### config.mk
export PLATFORM = sky130hd
export DESIGN_NAME = mastermind_score_engine_flat
export DESIGN_NICKNAME = d
export VERILOG_FILES = /design/src/rtl/mastermind_score_engine_if.sv /design/src/rtl/mastermind_score_engine.sv /design/src/flat_wrapper.sv
export SDC_FILE = /design/constraint.sdc
export NUM_CORES = 1
export LEC_CHECK = 0
export ABC_AREA = 1
export BUFFER_PORTS_ARGS = -buffer_cell sky130_fd_sc_hd__buf_4
export CAP_MARGIN = 25
export CORE_UTILIZATION = 45
export CTS_CLUSTER_SIZE = 24
export DETAILED_ROUTE_END_ITERATION = 16
export GPL_TIMING_DRIVEN = 0
export PLACE_DENSITY_LB_ADDON = 0.2
export SYNTH_ARGS = -nofsm -noshare
export SYNTH_HDL_FRONTEND = slang
export SYNTH_SLANG_ARGS = --single-unit
### constraint.sdc
create_clock -name Clk -period 4.68 [get_ports Clk]
set_input_delay 0.234 -clock Clk [delete_from_list [all_inputs] [get_ports Clk]]
set_output_delay 0.234 -clock Clk [all_outputs]
set_load 0.01 [all_outputs]
### src/rtl/mastermind_score_engine_if.sv
// Bus between the game core and the Mastermind scoring engine.
// master: game core / display side. slave: the scoring engine.
interface mastermind_score_engine_if #(
  parameter int unsigned NUM_SLOTS   = 4,
  parameter int unsigned COLOR_W     = 3,
  parameter int unsigned MAX_GUESSES = 6
);
  localparam int unsigned CODE_W  = NUM_SLOTS * COLOR_W;
  localparam int unsigned PEG_W   = $clog2(NUM_SLOTS + 1);
  localparam int unsigned COUNT_W = $clog2(MAX_GUESSES + 1);
  localparam int unsigned IDX_W   = $clog2(MAX_GUESSES);

  logic               start;
  logic [CODE_W-1:0]  guess;
  logic [CODE_W-1:0]  target;
  logic               clear;
  logic               busy;
  logic               done;
  logic [PEG_W-1:0]   black;
  logic [PEG_W-1:0]   white;
  logic               win;
  logic [COUNT_W-1:0] hist_count;
  logic               hist_full;
  logic [IDX_W-1:0]   hist_rd_idx;
  logic [CODE_W-1:0]  hist_rd_guess;
  logic [PEG_W-1:0]   hist_rd_black;
  logic [PEG_W-1:0]   hist_rd_white;

  modport master (
    output start, guess, target, clear, hist_rd_idx,
    input  busy, done, black, white, win, hist_count, hist_full,
    input  hist_rd_guess, hist_rd_black, hist_rd_white
  );

  modport slave (
    input  start, guess, target, clear, hist_rd_idx,
    output busy, done, black, white, win, hist_count, hist_full,
    output hist_rd_guess, hist_rd_black, hist_rd_white
  );
endinterface

### src/rtl/mastermind_score_engine.sv
// Mastermind scoring sequencer: latches guess/target on start, counts exact
// matches one slot per cycle, then per-color minimum overlaps one color per
// cycle, reports black/white/win with a one-cycle done pulse and logs the
// result in a small history buffer with a combinational read port.
// Optional build macro MM_EARLY_EXIT_EN: skip the color pass on a full match.
module mastermind_score_engine #(
  parameter int unsigned NUM_SLOTS   = 4,
  parameter int unsigned COLOR_W     = 3,
  parameter int unsigned MAX_GUESSES = 6
) (
  input logic                      Clk,
  input logic                      Reset,
  mastermind_score_engine_if.slave bus
);
  localparam int unsigned CODE_W  = NUM_SLOTS * COLOR_W;
  localparam int unsigned PEG_W   = $clog2(NUM_SLOTS + 1);
  localparam int unsigned COUNT_W = $clog2(MAX_GUESSES + 1);
  localparam int unsigned IDX_W   = $clog2(MAX_GUESSES);
  localparam int unsigned SLOT_W  = (NUM_SLOTS > 1) ? $clog2(NUM_SLOTS) : 1;

  localparam logic [1:0] StIdle  = 2'd0;
  localparam logic [1:0] StExact = 2'd1;
  localparam logic [1:0] StColor = 2'd2;
  localparam logic [1:0] StDone  = 2'd3;

  logic [1:0]         state_q;
  logic [CODE_W-1:0]  guess_q, target_q;
  logic [SLOT_W-1:0]  slot_q;
  logic [COLOR_W-1:0] color_q;
  logic [PEG_W-1:0]   black_acc_q, total_acc_q;
  logic [PEG_W-1:0]   black_q, white_q;
  logic               win_q;

  logic [COUNT_W-1:0] hist_count_q;
  logic [CODE_W-1:0]  hist_guess_q [MAX_GUESSES];
  logic [PEG_W-1:0]   hist_black_q [MAX_GUESSES];
  logic [PEG_W-1:0]   hist_white_q [MAX_GUESSES];

  logic               exact_hit;
  logic [PEG_W-1:0]   cnt_g, cnt_t, min_gt;
  logic [PEG_W-1:0]   black_next, total_next;
  logic               hist_full;

  // Per-cycle datapath: exact match at the current slot, color overlap count
  always_comb begin
    exact_hit = 1'b0;
    cnt_g     = '0;
    cnt_t     = '0;
    for (int i = 0; i < NUM_SLOTS; i++) begin
      if (slot_q == SLOT_W'(i)) begin
        exact_hit = (guess_q[i*COLOR_W +: COLOR_W] == target_q[i*COLOR_W +: COLOR_W]) &&
                    (guess_q[i*COLOR_W +: COLOR_W] != '0);
      end
      if (guess_q[i*COLOR_W +: COLOR_W] == color_q) cnt_g = cnt_g + PEG_W'(1);
      if (target_q[i*COLOR_W +: COLOR_W] == color_q) cnt_t = cnt_t + PEG_W'(1);
    end
    min_gt     = (cnt_g < cnt_t) ? cnt_g : cnt_t;
    black_next = black_acc_q + PEG_W'(exact_hit);
    total_next = total_acc_q + min_gt;
  end

  // Scoring FSM and result registers
  always_ff @(posedge Clk) begin
    if (Reset) begin
      state_q     <= StIdle;
      guess_q     <= '0;
      target_q    <= '0;
      slot_q      <= '0;
      color_q     <= '0;
      black_acc_q <= '0;
      total_acc_q <= '0;
      black_q     <= '0;
      white_q     <= '0;
      win_q       <= 1'b0;
    end else begin
      case (state_q)
        StIdle: begin
          if (bus.start && !bus.clear) begin
            guess_q     <= bus.guess;
            target_q    <= bus.target;
            slot_q      <= '0;
            color_q     <= COLOR_W'(1);
            black_acc_q <= '0;
            total_acc_q <= '0;
            state_q     <= StExact;
          end
        end
        StExact: begin
          black_acc_q <= black_next;
          if (slot_q == SLOT_W'(NUM_SLOTS - 1)) begin
`ifdef MM_EARLY_EXIT_EN
            if (black_next == PEG_W'(NUM_SLOTS)) begin
              black_q <= black_next;
              white_q <= '0;
              win_q   <= 1'b1;
              state_q <= StDone;
            end else begin
              state_q <= StColor;
            end
`else
            state_q <= StColor;
`endif
          end else begin
            slot_q <= slot_q + SLOT_W'(1);
          end
        end
        StColor: begin
          total_acc_q <= total_next;
          if (color_q == {COLOR_W{1'b1}}) begin
            // Total overlap includes exact hits; whites are the remainder
            black_q <= black_acc_q;
            white_q <= total_next - black_acc_q;
            win_q   <= (black_acc_q == PEG_W'(NUM_SLOTS));
            state_q <= StDone;
          end else begin
            color_q <= color_q + COLOR_W'(1);
          end
        end
        default: state_q <= StIdle;
      endcase
    end
  end

  assign hist_full = (hist_count_q == COUNT_W'(MAX_GUESSES));

  // History log: clear wins over a write landing on the same edge
  always_ff @(posedge Clk) begin
    if (Reset) begin
      hist_count_q <= '0;
      for (int i = 0; i < MAX_GUESSES; i++) begin
        hist_guess_q[i] <= '0;
        hist_black_q[i] <= '0;
        hist_white_q[i] <= '0;
      end
    end else if (bus.clear) begin
      hist_count_q <= '0;
    end else if (state_q == StDone && !hist_full) begin
      for (int i = 0; i < MAX_GUESSES; i++) begin
        if (hist_count_q == COUNT_W'(i)) begin
          hist_guess_q[i] <= guess_q;
          hist_black_q[i] <= black_q;
          hist_white_q[i] <= white_q;
        end
      end
      hist_count_q <= hist_count_q + COUNT_W'(1);
    end
  end

  // Combinational history read port; out-of-range addresses read as zero
  always_comb begin
    bus.hist_rd_guess = '0;
    bus.hist_rd_black = '0;
    bus.hist_rd_white = '0;
    for (int i = 0; i < MAX_GUESSES; i++) begin
      if (bus.hist_rd_idx == IDX_W'(i)) begin
        bus.hist_rd_guess = hist_guess_q[i];
        bus.hist_rd_black = hist_black_q[i];
        bus.hist_rd_white = hist_white_q[i];
      end
    end
  end

  assign bus.busy       = (state_q != StIdle);
  assign bus.done       = (state_q == StDone);
  assign bus.black      = black_q;
  assign bus.white      = white_q;
  assign bus.win        = win_q;
  assign bus.hist_count = hist_count_q;
  assign bus.hist_full  = hist_full;
endmodule
### src/flat_wrapper.sv
// flat-port wrapper written by rule: the top's interface ports become plain ports
module mastermind_score_engine_flat 
#(
  parameter int unsigned NUM_SLOTS   = 4,
  parameter int unsigned COLOR_W     = 3,
  parameter int unsigned MAX_GUESSES = 6
)
  (Clk, Reset, bus_start, bus_guess, bus_target, bus_clear, bus_hist_rd_idx, bus_busy, bus_done, bus_black, bus_white, bus_win, bus_hist_count, bus_hist_full, bus_hist_rd_guess, bus_hist_rd_black, bus_hist_rd_white);
  mastermind_score_engine_if #(.NUM_SLOTS(NUM_SLOTS), .COLOR_W(COLOR_W), .MAX_GUESSES(MAX_GUESSES)) bus_i ();
  input logic Clk;
  input logic Reset;
  input wire logic [$bits(bus_i.start)-1:0] bus_start;
  input wire logic [$bits(bus_i.guess)-1:0] bus_guess;
  input wire logic [$bits(bus_i.target)-1:0] bus_target;
  input wire logic [$bits(bus_i.clear)-1:0] bus_clear;
  input wire logic [$bits(bus_i.hist_rd_idx)-1:0] bus_hist_rd_idx;
  output wire logic [$bits(bus_i.busy)-1:0] bus_busy;
  output wire logic [$bits(bus_i.done)-1:0] bus_done;
  output wire logic [$bits(bus_i.black)-1:0] bus_black;
  output wire logic [$bits(bus_i.white)-1:0] bus_white;
  output wire logic [$bits(bus_i.win)-1:0] bus_win;
  output wire logic [$bits(bus_i.hist_count)-1:0] bus_hist_count;
  output wire logic [$bits(bus_i.hist_full)-1:0] bus_hist_full;
  output wire logic [$bits(bus_i.hist_rd_guess)-1:0] bus_hist_rd_guess;
  output wire logic [$bits(bus_i.hist_rd_black)-1:0] bus_hist_rd_black;
  output wire logic [$bits(bus_i.hist_rd_white)-1:0] bus_hist_rd_white;
  assign bus_i.start = bus_start;
  assign bus_i.guess = bus_guess;
  assign bus_i.target = bus_target;
  assign bus_i.clear = bus_clear;
  assign bus_i.hist_rd_idx = bus_hist_rd_idx;
  assign bus_busy = bus_i.busy;
  assign bus_done = bus_i.done;
  assign bus_black = bus_i.black;
  assign bus_white = bus_i.white;
  assign bus_win = bus_i.win;
  assign bus_hist_count = bus_i.hist_count;
  assign bus_hist_full = bus_i.hist_full;
  assign bus_hist_rd_guess = bus_i.hist_rd_guess;
  assign bus_hist_rd_black = bus_i.hist_rd_black;
  assign bus_hist_rd_white = bus_i.hist_rd_white;
  mastermind_score_engine #(.NUM_SLOTS(NUM_SLOTS), .COLOR_W(COLOR_W), .MAX_GUESSES(MAX_GUESSES)) u_core (.Clk(Clk), .Reset(Reset), .bus(bus_i));
endmodule
# Word level (Yosys, flattened, before mapping)

Memory sizes are Yosys's and may differ from the RTL's.
Index checks and enable logic that the tools add are counted.

Register bits after elaboration: 47
Bits in writable memories: 108
Input bits: 31
Output and inout bits: 31
Memories: 3

Add/sub/neg operators: 12
Magnitude comparators: 1
Equal/unequal tests: 36
Multiplexer cells: 94
Bitwise gates (word level): 18
Reductions and logical operators: 27

Memories:

| name                | depth | width | read ports | clocked after Yosys merged registers in | wr ports | line                          | source |
|---|---|---|---|---|---|---|---|
| u_core.hist_guess_q | 6     | 12    | 6          | 0                                       | 6        | mastermind_score_engine.sv:35 | `logic [CODE_W-1:0] hist_guess_q [MAX_GUESSES];` |
| u_core.hist_black_q | 6     | 3     | 6          | 0                                       | 6        | mastermind_score_engine.sv:36 | `logic [PEG_W-1:0] hist_black_q [MAX_GUESSES];` |
| u_core.hist_white_q | 6     | 3     | 6          | 0                                       | 6        | mastermind_score_engine.sv:37 | `logic [PEG_W-1:0] hist_white_q [MAX_GUESSES];` |

Operator list:

| cell                                                                   | count |
|---|---|
| 12-bit two-way mux                                                     | 12 |
| 3-bit two-way mux                                                      | 34 |
| 1-bit two-way mux                                                      | 38 |
| 3-bit equality test                                                    | 12 |
| 3-bit equality test (second input constant)                            | 7 |
| 3-bit by 1-bit adder with 3-bit output (second input constant)         | 6 |
| 1-bit bitwise OR                                                       | 18 |
| 3-bit case mux with 2 select lines                                     | 3 |
| 3-bit by 2-bit equality test with 1-bit output (second input constant) | 4 |
| 3-bit nonzero test                                                     | 4 |
| 2-bit two-way mux                                                      | 5 |
| 3-bit AND reduction                                                    | 3 |
| 2-bit equality test (second input constant)                            | 4 |
| 2-bit AND reduction                                                    | 4 |
| 3-bit by 1-bit equality test with 1-bit output (second input constant) | 2 |
| 1-bit logical AND                                                      | 6 |
| 3-bit logical NOT                                                      | 2 |
| 2-bit by 1-bit != test with 1-bit output (second input constant)       | 3 |
| 2-bit case mux with 3 select lines                                     | 1 |
| 2-bit nonzero test                                                     | 3 |
| 1-bit by 1-bit adder with 2-bit output (second input constant)         | 2 |
| 2-bit by 1-bit equality test with 1-bit output (second input constant) | 2 |
| 2-bit logical NOT                                                      | 2 |
| 2-bit != test (second input constant)                                  | 2 |
| other kinds (8)                                                        | 9 |

# Depth between registers and ports, before layout

Gate-level depths: netlist of run 1.

Depth after elaboration: 12
Mapped depth: 29
Depth with buffers taken out: 28

# Worst setup path after synthesis of run 1

OpenSTA, ideal clock, no wires.

Path kind: flip-flop to flip-flop
Start: reg u_core.color_q[2]
End: reg u_core.white_q[2], in the netlist u_core.bus.white[2]
Setup time: 0.116 ns
Data arrival time: 3.866 ns
Data required time: 4.564 ns
Slack: 0.698 ns
Stages on the path, launching flop included: 26
Period minus slack after synthesis: 3.982 ns
Cells stage by stage: dfxtp_1 buf_6 xnor2_1 and3_1 ha_1 inv_1 nand4_1 nand2_1 ha_1 inv_1 o21ai_0 inv_1 ha_1 inv_1 nor2_1 nand2_2 nand3_1 nand2_1 ha_1 fa_1 fa_1 xnor2_1 xor2_1 nand2_1 o211ai_1 inv_1

Cells in the longest elaborated chain, start to end: 12

Ends and longest elaborated chain:

| what                                                             | line                                                         | source |
|---|---|---|
| start, declared                                                  | mastermind_score_engine.sv:29                                | `logic [COLOR_W-1:0] color_q;` |
| start signal, assigned                                           | mastermind_score_engine.sv:116                               | `color_q <= color_q + COLOR_W'(1);` |
| 3-bit equality test, on equally long branches                    | mastermind_score_engine.sv:54, mastermind_score_engine.sv:55 |  |
| 1-bit two-way mux, on equally long branches                      | mastermind_score_engine.sv:54, mastermind_score_engine.sv:55 |  |
| 1-bit by 1-bit adder with 2-bit output, on equally long branches | mastermind_score_engine.sv:54, mastermind_score_engine.sv:55 |  |
| 3-bit two-way mux, on equally long branches                      | mastermind_score_engine.sv:54, mastermind_score_engine.sv:55 |  |
| 3-bit by 1-bit adder with 3-bit output, on equally long branches | mastermind_score_engine.sv:54, mastermind_score_engine.sv:55 |  |
| 3-bit two-way mux, on equally long branches                      | mastermind_score_engine.sv:54, mastermind_score_engine.sv:55 |  |
| 3-bit by 1-bit adder with 3-bit output, on equally long branches | mastermind_score_engine.sv:54, mastermind_score_engine.sv:55 |  |
| 3-bit two-way mux, on equally long branches                      | mastermind_score_engine.sv:54, mastermind_score_engine.sv:55 |  |
| 3-bit less-than comparator                                       | mastermind_score_engine.sv:57                                | `min_gt = (cnt_g < cnt_t) ? cnt_g : cnt_t;` |
| 3-bit two-way mux                                                | mastermind_score_engine.sv:57                                |  |
| 3-bit adder                                                      | mastermind_score_engine.sv:59                                | `total_next = total_acc_q + min_gt;` |
| 3-bit subtractor                                                 | mastermind_score_engine.sv:112                               | `white_q <= total_next - black_acc_q;` |
| end signal, assigned                                             | mastermind_score_engine.sv:112                               |  |
| end, declared                                                    | mastermind_score_engine.sv:31                                | `logic [PEG_W-1:0] black_q, white_q;` |

Several ways; a longest one is shown, not always the timed one.
A chain may end at the register's enable or synchronous reset.

# Worst setup path after layout of run 1

Start: reg u_core.color_q[1]
End: reg u_core.white_q[2], in the netlist u_core.bus.white[2]

The elaborated chain is that of the path after synthesis.

==> results of run 1 <==
[path summary, 6_finish.rpt]
| path | cells past startpoint | slack [ns] | from | end |
|---|---|---|---|---|
| worst max-delay path | 25 | 0.25 | u_core.color_q[1] | u_core.bus.white[2] |
| worst min register to register | 2 | 0.47 | u_core.total_acc_q[0] | u_core.total_acc_q[0] |
| worst min-delay path | 3 | 0.06 | bus_target[3] | u_core.target_q[3] |
| worst max register to register | 25 | 0.25 | u_core.color_q[1] | u_core.bus.white[2] |
[sequential cells by signal, indices dropped and copies added, names as in the netlist]
name	count
u_core.state_q	2
u_core.hist_guess_q	72
u_core.bus.black	3
u_core.guess_q	12
u_core.hist_white_q	18
u_core.color_q	3
u_core.hist_black_q	18
u_core.bus.win	1
u_core.target_q	12
u_core.bus.hist_count	3
u_core.bus.white	3
u_core.slot_q	2
u_core.black_acc_q	3
u_core.total_acc_q	3
[report_power, final]
part           total [mW]  switching, mW  internal (mW)
Clock                1.40          0.562          0.841
Combinational        1.54          0.958          0.580
Sequential           1.63         0.0687           1.56
Total                4.57           1.59           2.98
[cells in the final DEF, fill, tap and decap left out, types with 3 or more instances in the layout]
master and count:
nand2_1 121, nor2_1 119, edfxtp_1 108, inv_1 89
buf_4 69, a21oi_1 62, o21ai_0 54, dfxtp_1 45
nand3_1 44, ha_1 26, nand4_1 21, xnor2_1 19
clkbuf_16 17, buf_2 12, clkbuf_1 11, clkinv_1 8
buf_6 6, xor2_1 5, nor2_2 5, o211ai_1 5
a221oi_1 5, xnor2_2 4, inv_2 4, o22ai_1 4
o21ai_1 4, inv_6 4, nand3_2 3, or2_1 3
nand4_2 3, bufinv_16 3
[tightest hold or removal path: stages]
cell,delay [ns]
buf_4,0.07
nand2_1,0.04
a21oi_1,0.10
[what timing repair did]
action | 4_1_cts | 5_1_grt
endpoints found under the hold margin | 0 | 0
cloned | 0 | 1
endpoints found under the setup margin | 1 | 1
setup buffers | 0 | 7
resized for setup | 2 | 14
pin swaps | 0 | 4
hold buffers | 0 | 0
[cell type report]
cell class                      count  area, µm²
Multi-Input combinational cell    526       2890
Inverter                          100        380
Tap cell                          220        275
Clock inverter                     14        169
Clock buffer                       18        429
Timing Repair Buffer               68        508
Sequential cell                   155       4190
Buffer                             31        194
Fill cell                        1545       7490
[metal layers]
metal  GRT usage, %  vias up  part of all wire, %
met5              0        -                    0
met4           8.40        0                  2.0
met3           4.69       26                  4.3
met2           37.6      173                   49
met1           28.3     2783                   44
li1               -     2908                    -
[stage by stage]
| stage | std cells | total power [mW] | hold slack (ns) |
|---|---|---|---|
| after floorplan | 812 | 2.69 | 0.377 |
| after global placement | 1092 | 3.08 | 0.454 |
| after detailed placement | 1092 | 3.10 | 0.467 |
| final | 1132 | 4.57 | 0.0613 |
| after global routing | 1132 | 4.85 | 0.0567 |
| after CTS | 1124 | 4.49 | 0.0549 |
[kinds of logic after synthesis]
| group | after synthesis | share of synthesized area (%) |
|---|---|---|
| AND/OR/NAND/NOR | 327 | 18.8 |
| flip-flops | 155 | 55.1 |
| AO/OA/AOI/OAI | 140 | 9.89 |
| buffers and inverters | 131 | 7.45 |
| adder cells (fa/ha/maj) | 31 | 5.31 |
| XOR/XNOR | 28 | 3.43 |
==> flow_summary.ini, run 1 <==
[status]
status = completed

[setup_path]
cpPeakStageDelay_ns = 0.54
path_delay_family = adder cells
cpMostUsedCell = nand2_1
slowest_stage = fa_1
required_ns = 5.00
path_buf_inv = 5
cp_max_fo = 5
crit_arrival_ns = 4.74
cp-start-kind = flop
critical_path_class = flop to flop
cp-end-kind = flop

[grt]
grt_pass1_vias = 5509
grt_max_degree = 19
grt_usage_pct = 22.4
grt_pass1_wl_mm = 29.0
overflow = 0
antenna_found_initial = 0

[synth]
yosys.cell_count.top_type = nand2_1
synth_edf_count = 108
synth.avg_cell_area_um2 = 9.35
synthTopCellsByArea = edfxtp_1 (43%), dfxtp_1 (12%), nand2_1 (6.0%)
ys.warnings.count = 0
synth-main-ff-cell = edfxtp_1
yosysTopAreaCell = edfxtp_1
syn_nets = 874
ys_types = 40
synth.yosys.seq_area_share_pct = 55.1
netlist_top_cells_count = nand2_1 (121), nor2_1 (120), edfxtp_1 (108), inv_1 (89), a21oi_1 (63)
synth.cell_area_um2 = 7590
synth-seq-cells = 155
synth_top_area_share_pct = 42.7
netlist_instances = 812
async_flop_share_pct = 0

[floorplan]
initial_core_util_pct = 45.9
rows = 47
die-area_um2 = 17400
die_h_um = 132
die_x_um = 132
placeableCoreArea_um2 = 16500
ios = 62

[job]
maxCapViolations = 0

[timing]
setup_tns_ns = 0
relSlewSlack_pct = 32.1
setup_ws_ns = 0.254
max_freq_mhz = 226
fin_skew_ns = 0.0107
hold_violations = 0
period_minus_slack_ns = 4.43
finalCritPeriodShare_pct = 94.6
slew_violations = 0
setup_violations = 0
worst_pin_slew_ns = 1.02

[place]
dpl_worst_slack_ns = -0.0442
io_buffers = 60
place_congestion = 0.818
dpl_cell_area_um2 = 8320
dp_hpwl_mm = 13.0

[drt]
drt-vias-per-instance = 5.20
vias = 5890
ant_nets = 0
drt_iter0_drc = 494
drc_errors = 0
wirelength_mm = 19.0
dr.pass1.iters = 7
wl_per_cell_um = 16.8

[cts]
path_clk_slew_ns = 0.06
cts_sinks = 155
cts_made_buffers = 17
cts_buffer_depth = 2
cts_tree = built
clkLatencyLatePin_ns = 0.43
cts_max_level = 4
cts_root_buf = clkbuf_16

[cells_and_area]
drive_gt1_share_pct = 16.2
postLayoutCoreUtil_pct = 54.7
insertedDiodeCount = 0
syn_to_final_growth_pct = 19.0
layout.nets = 961
design_area_um2 = 9030

[hold_path]
hold_path.class = input pin to flop

[pwr]
peakVddDrop_mv = 0.745
powerDensity_nw_per_um2 = 505
power.leakage_nw = 3.55
No activity file was read; power rests on OpenSTA's default activity.
==> inputs of run 2 (changes only) <==
CELL_PAD_IN_SITES_DETAIL_PLACEMENT = 1   (was unset)
CELL_PAD_IN_SITES_GLOBAL_PLACEMENT = 2   (was unset)
CORE_UTILIZATION = 38   (was 45)
==> run 2 against run 1 <==
Compared with the run above: clock skew down 0.0012 ns; critical endpoint unchanged; power up 3.1%; wire length up 16%; first-iteration DRC count down 48%; largest power group is now combinational cells; highest routed layer unchanged.
==> flow_summary.ini, run 2 (synthesized netlist as in run 1, its figures left out) <==
[pwr]
powerDensity_nw_per_um2 = 514
power.leakage_nw = 3.59
finalPower_mw = 4.71
peakVddDrop_mv = 0.460

[grt]
grt_usage_pct = 22.7
grt_max_degree = 19
overflow = 0
grt_pass1_vias = 6279
grt_pass1_wl_mm = 34.3
antenna_found_initial = 0

[hold_path]
worstHoldEndpoint = u_core.target_q[3]
hp-start = bus_target[3]
hold_path.class = input pin to flop
hold_depth = 3

[drt]
drt_iter0_drc = 258
drc_errors = 0
drt-vias-per-instance = 5.04
ant_nets = 0
wl_per_cell_um = 18.5
wirelength_mm = 22.0
dr.pass1.iters = 4
vias = 5996

[timing]
hold_violations = 0
period_minus_slack_ns = 4.44
setup_violations = 0
slew_violations = 0
fin_skew_ns = 0.00944
finalCritPeriodShare_pct = 94.9
worst_pin_slew_ns = 1.03
max_freq_mhz = 225
setup_tns_ns = 0
setup_ws_ns = 0.240
timing.hold.ws_ns = 0.0683
relSlewSlack_pct = 31.3

[place]
io_buffers = 60
numPlacedInstances = 1137
dp_hpwl_mm = 16.0
dpl_worst_slack_ns = -0.190
place_congestion = 0.784
dpl_cell_area_um2 = 8370

[cells_and_area]
reg.largest.list = u_core.hist_guess_q x72, u_core.hist_black_q x18, u_core.hist_white_q x18
top_register = u_core.hist_guess_q
fin_cells = 1189
final_common_cell = nand2_1
drive_gt1_share_pct = 17.9
design_area_um2 = 9160
final_cell_mix = nand2_1 (120), nor2_1 (117), edfxtp_1 (108)
postLayoutCoreUtil_pct = 46.9
layout.nets = 973
insertedDiodeCount = 0
largest_reg_flops = 72
syn_to_final_growth_pct = 20.7
fill_cells = 2300

[cts]
cts_root_buf = clkbuf_16
cts_sinks = 155
path_clk_slew_ns = 0.06
cts_buffer_depth = 2
cts_max_level = 4
cts_tree = built
clkLatencyLatePin_ns = 0.43
cts_made_buffers = 17

[floorplan]
ios = 62
die_x_um = 143
placeableCoreArea_um2 = 19500
rows = 51
die_h_um = 143
die-area_um2 = 20500
initial_core_util_pct = 38.9

[status]
status = completed

[setup_path]
reg2reg_to = u_core.bus.white[2]
crit_arrival_ns = 4.76
worstRegToRegCells = 24
timing.rr.start = u_core.color_q[0]
slowest_stage = fa_2
path_buf_inv = 5
cp-end-kind = flop
reg2reg_slack_ns = 0.24
path_cells = buf_6, buf_4, xnor2_1, and3_1, ha_1, inv_1, nand4_1, nand2_1, ha_1, nand2_1, xnor2_2, ha_1, inv_1, a21oi_2, nand3_1, nand2_2, ha_2, fa_2, fa_2, xnor2_2, xor2_1, nand2_1, o211ai_1, inv_1
critical_path_class = flop to flop
cp-start-kind = flop
cpPeakStageDelay_ns = 0.47
required_ns = 5.00
cp_max_fo = 8
path_delay_family = adder cells

[job]
maxCapViolations = 0
## run 2: power by group
group          switching, mW  internal, mW
clock network          0.567         0.785
registers             0.0721          1.56
logic                   1.07         0.655
total                   1.71          3.00
## run 2: worst max-delay path by stage
stage               depth (start not counted)                   to              start
floorplan                                  25  u_core.bus.white[2]  u_core.color_q[2]
global placement                           25  u_core.bus.white[2]  u_core.guess_q[0]
detailed placement                         25  u_core.bus.white[2]  u_core.guess_q[0]
CTS                                        25  u_core.bus.white[2]  u_core.guess_q[0]
global route                               25  u_core.bus.white[2]  u_core.color_q[1]
finish                                     24  u_core.bus.white[2]  u_core.color_q[0]
## run 2: worst register-to-register path: stages, from the launching register on
cell and delay, ns:
dfxtp_2 0.33, buf_6 0.14, buf_4 0.15, xnor2_1 0.12
and3_1 0.19, ha_1 0.33, inv_1 0.10, nand4_1 0.14
nand2_1 0.11, ha_1 0.14, nand2_1 0.08, xnor2_2 0.16
ha_1 0.32, inv_1 0.06, a21oi_2 0.18, nand3_1 0.12
nand2_2 0.12, ha_2 0.19, fa_2 0.47, fa_2 0.37
xnor2_2 0.16, xor2_1 0.16, nand2_1 0.06, o211ai_1 0.08
inv_1 0.05
## run 2: what timing repair did
item | CTS | global route
gates cloned | 0 | 1
setup buffers | 0 | 19
hold buffers | 0 | 0
endpoints found under the setup margin | 1 | 2
resized for setup | 3 | 16
pin swaps | 0 | 8
## run 2: metal layers
layer | GRT usage, % | routed length [µm]
met5 | 0 | 0
met4 | 7.17 | 297
met3 | 3.27 | 875
met2 | 42.5 | 11700
met1 | 26.4 | 9160
## run 2: final cells by class
cell class / instances / area (µm²) / area share [%]
timing repair buffer: 80 / 598 / 6.53
inverter: 100 / 380 / 4.15
multi-input combinational: 526 / 2900 / 31.6
tap: 265 / 332 / 3.62
clock buffer: 18 / 429 / 4.69
buffer: 31 / 190 / 2.08
clock inverter: 14 / 146 / 1.60
sequential: 155 / 4190 / 45.7
